===== src/rtl/irq_pending.sv =====
// irq_pending: 8-line interrupt pending register feeding an 8-to-3 priority
// encoder. Every request line passes through a 2-flop synchronizer and a
// history flop. Events are latched into pend either as rising edges (EDGE=1)
// or as levels (EDGE=0). Lines are cleared by a one-hot ack and gated by a
// mask register before they reach the encoder.
//
// Parameters:
//   EDGE        1 = rising-edge capture, 0 = level capture
// Ports:
//   clk         system clock, rising edge
//   rst_n       synchronous active-low reset
//   irq[7:0]    asynchronous request lines (bit 7 highest priority downstream)
//   mask_wr     one-cycle strobe that loads mask_data into the mask register
//   mask_data   new mask value, 1 = line masked
//   ack_valid   one-cycle strobe that acknowledges line ack_code
//   ack_code    index of the acknowledged line
//   pending     pend & ~mask, wired straight to the priority encoder
//   ovf         per-line sticky overflow flags      (IRQ_OVERFLOW_EN only)
//   ovf_clr     clears every ovf bit                (IRQ_OVERFLOW_EN only)
//   any_pending OR-reduction of pending
// Build option: define IRQ_OVERFLOW_EN to add the overflow flags.
module irq_pending #(
  parameter int EDGE = 1
) (
  input  logic       clk,
  input  logic       rst_n,
  input  logic [7:0] irq,
  input  logic       mask_wr,
  input  logic [7:0] mask_data,
  input  logic       ack_valid,
  input  logic [2:0] ack_code,
  output logic [7:0] pending,
`ifdef IRQ_OVERFLOW_EN
  output logic [7:0] ovf,
  input  logic       ovf_clr,
`endif
  output logic       any_pending
);

  logic [7:0] s1;
  logic [7:0] s2;
  logic [7:0] s3;
  logic [7:0] pend;
  logic [7:0] mask;
  logic [7:0] set;
  logic [7:0] clr;

  // Synchronizer plus history flop.
  always_ff @(posedge clk) begin
    if (!rst_n) begin
      s1 <= '0;
      s2 <= '0;
      s3 <= '0;
    end else begin
      s1 <= irq;
      s2 <= s1;
      s3 <= s2;
    end
  end

  // s3 is reset to 0, so a line held high through reset is seen as a rise.
  assign set = (EDGE != 0) ? (s2 & ~s3) : s2;

  always_comb begin
    clr = '0;
    if (ack_valid) clr[ack_code] = 1'b1;
  end

  // Set is ORed in after the clear so a coincident event is never lost.
  always_ff @(posedge clk) begin
    if (!rst_n) begin
      pend <= '0;
      mask <= '0;
    end else begin
      pend <= (pend & ~clr) | set;
      if (mask_wr) mask <= mask_data;
    end
  end

  assign pending     = pend & ~mask;
  assign any_pending = |pending;

`ifdef IRQ_OVERFLOW_EN
  logic [7:0] ovf_set;

  // An overflow is a new edge on a line that is still pending and not being
  // acknowledged on the same edge. Level mode has no notion of a repeat edge.
  assign ovf_set = (EDGE != 0) ? (set & pend & ~clr) : '0;

  always_ff @(posedge clk) begin
    if (!rst_n) begin
      ovf <= '0;
    end else begin
      ovf <= (ovf & ~{8{ovf_clr}}) | ovf_set;
    end
  end
`endif

endmodule


===== config.mk =====
export PLATFORM = sky130hd
export DESIGN_NAME = irq_pending
export DESIGN_NICKNAME = d
export VERILOG_FILES = /design/src/rtl/irq_pending.sv
export SDC_FILE = /design/constraint.sdc
export NUM_CORES = 1
export LEC_CHECK = 0
export CORE_MARGIN = 1.5
export CORE_UTILIZATION = 38
export CTS_CLUSTER_SIZE = 14
export DETAILED_ROUTE_END_ITERATION = 8
export PLACE_DENSITY = 0.74
export REMOVE_ABC_BUFFERS = 1
export SYNTH_ARGS = -nofsm -noshare
export SYNTH_HDL_FRONTEND = slang
export SYNTH_SLANG_ARGS = --single-unit

===== constraint.sdc =====
create_clock -name clk -period 3 [get_ports clk]
set_clock_uncertainty 0.1 [all_clocks]
set_input_delay 0.6 -clock clk [delete_from_list [all_inputs] [get_ports clk]]
set_output_delay 0.6 -clock clk [all_outputs]
set_load 0.05 [all_outputs]

==> results.md <==
* Initial Utilization at 0.405
* DRT Pass-1 Iters at 4
* Reg2Reg Depth at 2
* Largest net degree at the start of global routing at 49
* Share of cells above drive strength 1 at 0.0802
* WL final at 2.32 mm
* Crit path from: pend[4]
* Final net count at 184
* Status: complete, no violations
* Initial antenna violation count at 0
* Row Count at 21
* Io pins at 32
* Die H at 63.3 um
* Final setup violation count at 0
* Die Wd at 63.3 um
* Mapped Area at 0.00138 sq mm
* GPL Wtd Cong at 0.728
* Fin Hold WS at 0.342 ns
* Syn Area/Cell at 10.8 sq um
* Gr usage total at 0.129
* Unrepaired setup endpoints after global routing: false
* TritonCTS clock tree: built
* Via-to-Cell Ratio at 4.50
* Final TNS setup at 0 ns
* Lkg Pwr at 0.736 nW
* Worst rel slew slack at 0.636
* Prevailing post-synth register cell: dfxtp_1
* Reg2reg start: mask[6]
* Commonest non-fill, non-tap cell in the layout: dfxtp_1
* Clock Latency Late Sink at 0.34 ns
* Slew @ Worst Pin at 0.544 ns
* CTS Buffer Depth at 2
* Post-layout minimum cycle time at 2.61 ns
* First-iteration detailed-routing DRC count at 19
* First-pass GRT wire length at 4.00 mm
* Vias in the first global route at 975
* Netlist cell types at 17
* Fin crit share at 0.870
* I/O Buffers at 31
* Antenna-violating nets left at 0
* Worst Path Required at 2.30 ns
* Peak supply drop at 0.000265 V
* Crit path max fanout at 2
* Core Box Area at 0.00342 sq mm
* Startpoint types: flop
* Die area at 0.00401 sq mm
* Area grow syn2layout at 31.6%
* Util after Layout at 0.533
* Most frequent cells in the layout: 40 x dfxtp_1, 31 x clkdlybuf4s50_1, 24 x and2_1
* Post-synth top area cell: dfxtp_1
* CP Data Arrival Time at 1.91 ns
* Synth top area share at 0.579
* Synth top area cells: dfxtp_1 58%, and2_1 11%, nor2b_1 7.2%
* Inserted Clock Buffers at 5
* Number of synthesized flops with an enable pin at 0
* Crit path capture: any_pending
* CTS resizes at 0
* Hold Vio Cnt, Final at 0
* YS warnings at 0
* Clock transition at path regs at 0.12 ns
* Max Cap Viol at 0
* DRC viols at 0
* Post-Place Cells at 200
* Post-CTS Setup Bufs at 0
* Cells after Synth at 128
* GRT overflow at 0
* Hold WC Path Type: flop to flop
* Via count at 935
* R2R setup slack at 2.27 ns
* Fillers at 309
* Fin cells at 208
* Diode count at 0
* Crit path kind: flop to primary output
* Hold buffers post-CTS at 0
* Post-DP HPWL at 1.69 mm
* Sequential area share after synthesis at 0.579
* Clock root cell: clkbuf_4
* Max Freq at 383 MHz
* H-tree Lvls at 2
* CP endpoint kind: primary output
* Post-synth ARST share at 0
* Post-DP Area at 0.00173 sq mm
* Clock Sink Count at 40
* FF+latch count, synth at 40
* Finished Cell Area at 0.00182 sq mm
* Avg WL per Cell at 11.1 um
* PwrDens at 595 mW/mm^2
* Reg2reg end: mask[6]
* Final Slew Violations at 0
flip-flops by register name (all words and copies together), names as in the netlist:
signal / flops
mask: 8
s1: 8
s3: 8
pend: 8
s2: 8
critical path, cell delays in order, from the launching register on:
cell,delay [ns]
dfxtp_1,0.33
nor2b_1,0.14
nor4_1,0.31
nand2_1,0.09
clkdlybuf4s50_1,0.70
how the worst min path moves through the flow:
stage / start / end / cells past startpoint
6_report: s1[5] / s2[5] / 1
5_1_grt: s1[5] / s2[5] / 1
3_3_place_gp: s1[6] / s2[6] / 1
4_1_cts: s1[5] / s2[5] / 1
2_1_floorplan: s1[0] / s2[0] / 1
3_5_place_dp: s1[5] / s2[5] / 1
synthesized netlist by cell type (3+ instances only):
cell type / n
dfxtp_1: 40
and2_1: 24
nor2b_1: 16
o311ai_1: 4
nand2_1: 10
nand3b_1: 8
mux2i_1: 8
o21ai_1: 3
power breakdown:
group	switching, W	total, W	internal [W]
logic	0.0000663	0.000130	0.0000640
clock network	0.000166	0.000387	0.000221
registers	0.00000956	0.000566	0.000556
cells by family (layout without fill, tap and decap cells):
| kind of cell | after synthesis | count (layout) | synth area share |
|---|---|---|---|
| AOI/OAI and AO/OA | 7 | 7 | 0.0362 |
| buffers and inverters | 8 | 42 | 0.0289 |
| DFF | 40 | 40 | 0.579 |
| muxes | 8 | 8 | 0.0579 |
| and+or+nand+nor | 65 | 65 | 0.298 |
metal layers:
layer,wire (um),part of all wire,global-route usage
met5,0,0,0
met4,36,0.016,0.0652
met3,116,0.050,0.0339
met2,1190,0.51,0.242
met1,980,0.42,0.129
through the flow:
stage / power (W) / setup WS (ns)
after floorplan: 0.000642 / 0.708
after global placement: 0.000705 / 0.798
after detailed placement: 0.000710 / 0.791
after CTS: 0.00109 / 0.394
after global routing: 0.00113 / 0.259
final: 0.00108 / 0.391
area by class of cell:
| class | instances | area (sq um) | share of cell area |
|---|---|---|---|
| clock buffer | 7 | 65.1 | 0.0357 |
| sequential | 40 | 801 | 0.440 |
| multi-input combinational | 80 | 543 | 0.298 |
| inverter | 2 | 7.51 | 0.00412 |
| tap | 46 | 57.6 | 0.0316 |
| clock inverter | 1 | 30.0 | 0.0165 |
| timing repair buffer | 32 | 318 | 0.174 |
Note: power is estimated with default switching activity, not from simulation.
